[config.mk]
export PLATFORM = sky130hd
export DESIGN_NAME = demux_stream
export DESIGN_NICKNAME = d
export VERILOG_FILES = /design/src/rtl/demux_pkg.sv /design/src/rtl/demux_slot.sv /design/src/rtl/demux_stream.sv
export SDC_FILE = /design/constraint.sdc
export NUM_CORES = 1
export LEC_CHECK = 0
export BUFFER_PORTS_ARGS = -buffer_cell sky130_fd_sc_hd__buf_2
export CAP_MARGIN = 5
export CORE_UTILIZATION = 45
export DETAILED_ROUTE_END_ITERATION = 7
export GPL_TIMING_DRIVEN = 0
export PLACE_DENSITY = 0.73
export SYNTH_ARGS = -nofsm -noshare
export SYNTH_HDL_FRONTEND = slang
export SYNTH_HIERARCHICAL = 1
export SYNTH_SLANG_ARGS = --single-unit
[constraint.sdc]
create_clock -name clk -period 4.21 [get_ports clk]
set_input_delay 0.2105 -clock clk [delete_from_list [all_inputs] [get_ports clk]]
set_output_delay 0.2105 -clock clk [all_outputs]
set_load 0.1 [all_outputs]
[src/rtl/demux_pkg.sv]
// Shared constants and helpers for the stream demultiplexer.
// Imported by demux_slot and demux_stream.
package demux_pkg;

  localparam int WIDTH_DEF  = 8;
  localparam int NUM_CH_DEF = 16;
  localparam int CNT_W_DEF  = 16;

  localparam logic MODE_UNICAST = 1'b0;
  localparam logic MODE_BCAST   = 1'b1;

  function automatic int sel_w(input int n);
    return (n <= 2) ? 1 : $clog2(n);
  endfunction

endpackage

[src/rtl/demux_slot.sv]
// One-entry holding register for a single output channel.
// A load in the same cycle as a drain keeps the slot full.
module demux_slot #(
  parameter int WIDTH = 8
) (
  input  logic             clk,
  input  logic             rst_n,
  input  logic             load,
  input  logic [WIDTH-1:0] load_data,
  input  logic             out_ready,
  output logic             out_valid,
  output logic [WIDTH-1:0] out_data,
  output logic             slot_free
);

  logic             valid_q;
  logic [WIDTH-1:0] data_q;

  assign out_valid = valid_q;
  assign out_data  = data_q;
  assign slot_free = !valid_q || out_ready;

  always_ff @(posedge clk or negedge rst_n) begin
    if (!rst_n) begin
      valid_q <= 1'b0;
      data_q  <= '0;
    end else if (load) begin
      valid_q <= 1'b1;
      data_q  <= load_data;
    end else if (out_ready) begin
      valid_q <= 1'b0;
    end
  end

endmodule

[src/rtl/demux_stream.sv]
// Registered 1-to-NUM_CH stream demux with broadcast,
// channel enable mask and saturating drop counter.
module demux_stream
  import demux_pkg::*;
#(
  parameter  int WIDTH  = WIDTH_DEF,
  parameter  int NUM_CH = NUM_CH_DEF,
  parameter  int CNT_W  = CNT_W_DEF,
  localparam int SEL_W  = sel_w(NUM_CH)
) (
  input  logic                    clk,
  input  logic                    rst_n,
  input  logic                    in_valid,
  output logic                    in_ready,
  input  logic [WIDTH-1:0]        in_data,
  input  logic [SEL_W-1:0]        in_sel,
  input  logic                    in_bcast,
  input  logic [NUM_CH-1:0]       chan_en,
  output logic [NUM_CH-1:0]       out_valid,
  input  logic [NUM_CH-1:0]       out_ready,
  output logic [NUM_CH*WIDTH-1:0] out_data,
  output logic                    err_drop,
  output logic [CNT_W-1:0]        drop_cnt,
  input  logic                    cnt_clr
);

  localparam logic [SEL_W:0] NCH = (SEL_W+1)'(NUM_CH);

  logic [NUM_CH-1:0] sel_hot;
  logic [NUM_CH-1:0] tgt;
  logic [NUM_CH-1:0] load;
  logic [NUM_CH-1:0] slot_free;
  logic              sel_ok;
  logic              bcast;
  logic              discard;
  logic              accept;
  logic              drop;

  assign sel_ok = {1'b0, in_sel} < NCH;
  assign bcast  = (in_bcast == MODE_BCAST);

  // An empty target set means the beat has nowhere to go.
  assign tgt      = bcast ? chan_en : (sel_hot & chan_en);
  assign discard  = ~|tgt;
  assign in_ready = discard | (&(slot_free | ~tgt));
  assign accept   = in_valid & in_ready;
  assign load     = accept ? tgt : '0;
  assign drop     = accept & discard;

  for (genvar k = 0; k < NUM_CH; k++) begin : g_ch
    assign sel_hot[k] = sel_ok && (in_sel == SEL_W'(k));

    demux_slot #(
      .WIDTH(WIDTH)
    ) u_slot (
      .clk      (clk),
      .rst_n    (rst_n),
      .load     (load[k]),
      .load_data(in_data),
      .out_ready(out_ready[k]),
      .out_valid(out_valid[k]),
      .out_data (out_data[k*WIDTH +: WIDTH]),
      .slot_free(slot_free[k])
    );
  end

  always_ff @(posedge clk or negedge rst_n) begin
    if (!rst_n) begin
      err_drop <= 1'b0;
      drop_cnt <= '0;
    end else begin
      err_drop <= drop;
      if (cnt_clr) begin
        drop_cnt <= '0;
      end else if (drop && !(&drop_cnt)) begin
        drop_cnt <= drop_cnt + 1'b1;
      end
    end
  end

endmodule

==> Yosys cells after proc, flatten, opt, wreduce, memory -nomap -nowiden <==
Cells that the tools add are included.
{ "totals": {"ff_bits": 161, "input_bits": 49, "out_inout_bits": 162} }
{ "op_classes": {"addsub": 1, "eq_ne": 15, "mux": 36, "bitwise": 6, "reduce_logical": 56} }
{ "ops": {"columns": ["operator", "count"], "rows": [
  ["2-to-1 mux 16 bit", 4],
  ["nonzero test 2 bit", 17],
  ["equality test 4 bit, second input constant", 8],
  ["2-to-1 mux 1 bit", 32],
  ["AND reduction 16 bit", 2],
  ["logical NOT 1 bit", 18],
  ["adder 16 x 1 -> 16 bit, second input constant", 1],
  ["bitwise AND 16 bit", 1],
  ["equality test 4 x 3 -> 1 bit, second input constant", 4],
  ["logical OR 1 bit", 16],
  ["NOT 16 bit", 1],
  ["OR 16 bit", 1],
  ["OR reduction 16 bit", 1],
  ["equality test 4 x 2 -> 1 bit, second input constant", 2],
  ["equality test 4 x 1 -> 1 bit, second input constant", 1],
  ["logical NOT 4 bit", 1],
  ["bitwise AND 1 bit", 2],
  ["logical AND 1 bit", 1],
  ["OR 1 bit", 1]
]} }

==> Depth between registers and ports, before layout <==
{ "depth": {"ltp_word": 12, "depth_mapped": 10, "ltp_nobuf": 8} }

==> Cells and area by module <==
The synthesis kept the hierarchy.
{ "by_module_without_submodules": {"columns": ["module", "instances", "cells_per_inst", "area_each_um2"], "rows": [
  ["demux_slot", 16, 20, 369.1],
  ["demux_stream", 1, 195, 1542.7]
]} }

==> Worst setup path after synthesis <==
Ideal clock, no wire load.
{ "synth_path": {"kind": "reg2reg", "start": "register g_ch[15].u_slot.valid_q", "end": "register g_ch[10].u_slot.data_q[0]", "t_arrival_ps": 5719, "t_required_ps": 4084, "slack_ps": -1635, "stages_incl_launch_ff": 11, "path_cell_list": "dfrtp_1 nand2b_1 inv_1 o211ai_1 o2111ai_1 nor4_1 nand2_1 clkbuf_1 nor2_1 buf_6 mux2_4"} }
{ "synth_via": {"elab_chain_len": 7} }
{ "synth_rtl": {"columns": ["element", "line", "text"], "rows": [
  ["start, declared", "demux_slot.sv:16", "logic valid_q;"],
  ["start signal, assigned", "demux_slot.sv:25", "valid_q <= 1'b0;"],
  ["start signal, assigned", "demux_slot.sv:28", "valid_q <= 1'b1;"],
  ["start signal, assigned", "demux_slot.sv:31", "valid_q <= 1'b0;"],
  ["logical NOT 1 bit", "demux_slot.sv:21", "assign slot_free = !valid_q || out_ready;"],
  ["logical OR 1 bit", "demux_slot.sv:21", null],
  ["net slot_free[15]", "demux_stream.sv:32", "logic [NUM_CH-1:0] slot_free;"],
  ["OR 16 bit", "demux_stream.sv:45", "assign in_ready = discard | (&(slot_free | ~tgt));"],
  ["AND reduction 16 bit", "demux_stream.sv:45", null],
  ["OR 1 bit", "demux_stream.sv:45", null],
  ["net in_ready", "demux_stream.sv:14", "output logic in_ready,"],
  ["bitwise AND 1 bit", "demux_stream.sv:46", "assign accept = in_valid & in_ready;"],
  ["2-to-1 mux 16 bit", "demux_stream.sv:47", "assign load = accept ? tgt : '0;"],
  ["net load[10]", "demux_stream.sv:31", "logic [NUM_CH-1:0] load;"],
  ["end signal, assigned", "demux_slot.sv:29", "data_q <= load_data;"],
  ["end, declared", "demux_slot.sv:17", "logic [WIDTH-1:0] data_q;"]
]} }
The timed path passes the listed nets, and every way through them passes these cells.
A chain may end at the register's enable or synchronous reset.

==> Final worst setup path <==
{ "layout_path": {"start": "register g_ch[12].u_slot.valid_q", "end": "register g_ch[14].u_slot.data_q[1]"} }
{ "layout_via": {"elab_chain_len": 7} }
{ "layout_rtl": {"columns": ["element", "line"], "rows": [
  ["start, declared", "demux_slot.sv:16"],
  ["start signal, assigned", "demux_slot.sv:25"],
  ["start signal, assigned", "demux_slot.sv:28"],
  ["start signal, assigned", "demux_slot.sv:31"],
  ["logical NOT 1 bit", "demux_slot.sv:21"],
  ["logical OR 1 bit", "demux_slot.sv:21"],
  ["net slot_free[12]", "demux_stream.sv:32"],
  ["OR 16 bit", "demux_stream.sv:45"],
  ["AND reduction 16 bit", "demux_stream.sv:45"],
  ["OR 1 bit", "demux_stream.sv:45"],
  ["bitwise AND 1 bit", "demux_stream.sv:46"],
  ["2-to-1 mux 16 bit", "demux_stream.sv:47"],
  ["net load[14]", "demux_stream.sv:31"],
  ["end signal, assigned", "demux_slot.sv:29"],
  ["end, declared", "demux_slot.sv:17"]
]} }
The timed path passes the listed nets, and every way through them passes these cells.

==> metrics.md <==
| Metric | Value |
|---|---|
| Crit path launch | g_ch[12].u_slot/out_valid$_DFFE_PN0P_ |
| # IOs | ~210 |
| Xor/xnor share of the synthesized area | 0% |
| Reg2Reg Setup Slack | 1610 ps |
| DRT Pass-1 Iters | 4 |
| Die width | approximately 130 um |
| WL final | around 19000 um |
| Final Max Tran Viols | 0 |
| Crit-path max FO | 10 |
| TritonCTS clock tree | built |
| Clock slew at reported path FFs | ~60 ps |
| Critical Path AT | between 2000 and 3000 ps |
| Most used DFF post-synth | dfrtp_1 |
| Area leader, netlist | dfrtp_1 |
| Syn. warnings | 6 |
| Die Area | between 0.015 and 0.02 mm2 |
| Hold WC Path Type | in -> reg |
| Max Freq | just under 400 MHz |
| Detailed-route wire length per cell | about 20 um |
| RSZ-0062 raised after global routing | no |
| Yosys top cell area share | a little over half |
| Synthesis-to-layout area growth | 26.4% |
| Core region area | roughly 0.016 mm2 |
| Post-synthesis adder-cell area fraction | less than 1% |
| Initial antenna violation count | 2 |
| Syn_area_per_cell | roughly 14 um2 |
| Bufs on Longest Clock Path | 2 |
| CP Data Required Time | 4510 ps |
| Pin count of the biggest net entering global routing | 90 |
| Setup TNS | 0 ps |
| Worst clock skew | 9.85 ps |
| Root buf cell | clkbuf_16 |
| Post-route DRC violation count | 0 |
| Slew HR | a little under three fifths |
| Routed vias/inst | roughly 5.2 |
| ANT nets after route | 0 |
| Hold Violations, Final | 0 |
| Worst-skew pair later-pin latency | 420 ps |
| Hold slack | between 80 and 90 ps |
| Final core utilization | 58.8% |
| Type of destination of the critical path | flip-flop |
| Vias in the first global route | roughly 5100 |
| Hold depth | 3 |
| Complex-gate fraction of the synthesized area | under 10% |
| Largest family of logic cells by synthesized area | multiplexers |
| Startpoint class of the critical path | flip-flop |
| PostCTS Resize Cnt | 0 |
| Fillers | roughly 1300 |
| #FFs+latches synth | ~160 |
| Mapped Cells | 515 |
| FFs w/ async S/R, synth | 100% |
| Status | finished, final reports clean |
| First-pass GRT wire length | just under 30000 um |
| Post-Synth Simple-Gate Area | 10.2% |
| Final instance count without filler cells | roughly 1000 |
| GPL Wtd Cong | just under 0.9 |
| Reg2Reg Launch Point | g_ch[12].u_slot/out_valid$_DFFE_PN0P_ |
| Min-delay src | out_ready[0] |
| H-tree depth | 4 |
| Sequential fraction of the synthesis area | ~54% |
| FP Rows | 46 |
| # Post-CTS Setup Buffers | 0 |
| Layout cell share with drive strength beyond 1 | between 50% and 60% |
| Die H | ~130 um |
| Hold endpoint | g_ch[0].u_slot/out_valid$_DFFE_PN0P_ |
| Reg2reg end | g_ch[14].u_slot/out_data[1]$_DFFE_PN0P_ |
| Cell area after synthesis | about 0.0074 mm2 |
| Final period util | between 60% and 70% |
| EDFF count, synth | 0 |
| Clock Sinks | approximately 160 |
| Max_cap viols | 0 |
| Cell count of the worst reg-to-reg path | 10 |
| Min cycle time layout | approximately 2600 ps |
| GRT Residual Overflow | 0 |
| Post-synth net total | between 500 and 600 |
| DR iter-0 viols | 225 |
| Nets@finish | ~800 |
| Worst slew pin tran | 670 ps |
| CP Class | reg -> reg |
| Top area cells in the synthesized netlist | dfrtp_1 (54%), mux2_4 (26%), buf_6 (2.7%) |
| Setup violators final | 0 |
| Starting Density | between 40% and 50% |
| Port Buffers | 209 |
| Cts bufs inserted | 17 |
| Mux cell area share after synthesis | 26.9% |
| Via count | just over 5000 |
| Most frequent cells in the layout | buf_2 (210), dfrtp_1 (161), mux2_4 (128), nand2b_1 (32), nor2_1 (24) |
| Hpwl dp | roughly 14000 um |
| Synth unique cells | 38 |
| Commonest non-fill, non-tap cell in the layout | buf_2 |
| GRT Total Usage | about a quarter |
| Inst Count DP | about 940 |
## what timing repair did
action,in CTS,in global routing
hold endpoints to repair,72,0
hold buffers,1,0
endpoints found under the setup margin,0,0
## flip-flops by register name, indices dropped and copies added (netlist names)
name / count
g_ch.u_slot/out_valid: 16
g_ch.u_slot/out_data: 128
drop_cnt: 16
err_drop: 1
## metal layers
layer	global-route usage, %	wire [um]	vias up
met5	0	0	-
met4	7.51	239	0
met3	7.45	1620	20
met2	37.7	9040	207
met1	30.3	8410	2501
li1	-	-	2307
## worst max-delay path: stages, from the launching register on
cell	delay, ps
dfrtp_1	380
nand2b_1	140
inv_1	60
o211ai_1	110
o2111ai_1	260
nor4_4	290
nand2_1	230
clkbuf_1	300
nor2_1	200
buf_6	190
mux2_4	320
## Yosys cell counts, drive strengths merged, types with 3 or more instances
| library cell | n |
|---|---|
| nor2 | 24 |
| or4 | 7 |
| buf | 23 |
| nor4 | 5 |
| o211ai | 12 |
| nand2b | 32 |
| or3 | 4 |
| o21ai | 20 |
| nand4 | 6 |
| nor4b | 5 |
| o31ai | 5 |
| dfrtp | 161 |
| a21oi | 10 |
| o2111ai | 4 |
| mux2 | 135 |
| nor2b | 7 |
| nand2 | 4 |
| clkbuf | 8 |
| nor4bb | 6 |
| inv | 15 |
| and3 | 3 |
| and4b | 4 |
| nand3 | 6 |
## how the worst max path moves through the flow
stage | to | slack [ps]
floorplan | g_ch[10].u_slot/out_data[0]$_DFFE_PN0P_ | 500
finish | g_ch[14].u_slot/out_data[1]$_DFFE_PN0P_ | 1610
global route | g_ch[14].u_slot/out_data[1]$_DFFE_PN0P_ | 1410
global placement | g_ch[13].u_slot/out_data[7]$_DFFE_PN0P_ | 750
detailed placement | g_ch[14].u_slot/out_data[1]$_DFFE_PN0P_ | 1310
CTS | g_ch[14].u_slot/out_data[1]$_DFFE_PN0P_ | 1610
## cells by family after synthesis
family	count (synthesis)
simple gates	120
flops	161
buf+inv	46
compound gates	52
mux	135
fa+ha+maj	1
## cell type report
cell class                 count  area, um2  share of cell area (%)
clock buffer                  23        488                    5.18
timing repair buffer         211       1090                    11.6
antenna                        2       5.00                  0.0532
tap                          216        270                    2.87
multi-input combinational    308       3110                    33.1
buffer                        31        265                    2.82
inverter                      15       56.3                   0.598
sequential                   161       4030                    42.8
clock inverter                 9       96.3                    1.02
## through the flow
stage | cell area [um2] | setup slack, ps
after floorplan | 7460 | 496
after global placement | 8780 | 754
after detailed placement | 8810 | 1310
after CTS | 9410 | 1610
after global routing | 9410 | 1410
final | 9410 | 1610
Power is not shown: default switching activity piles up to over one toggle a cycle in this logic, so the estimate is an artifact.
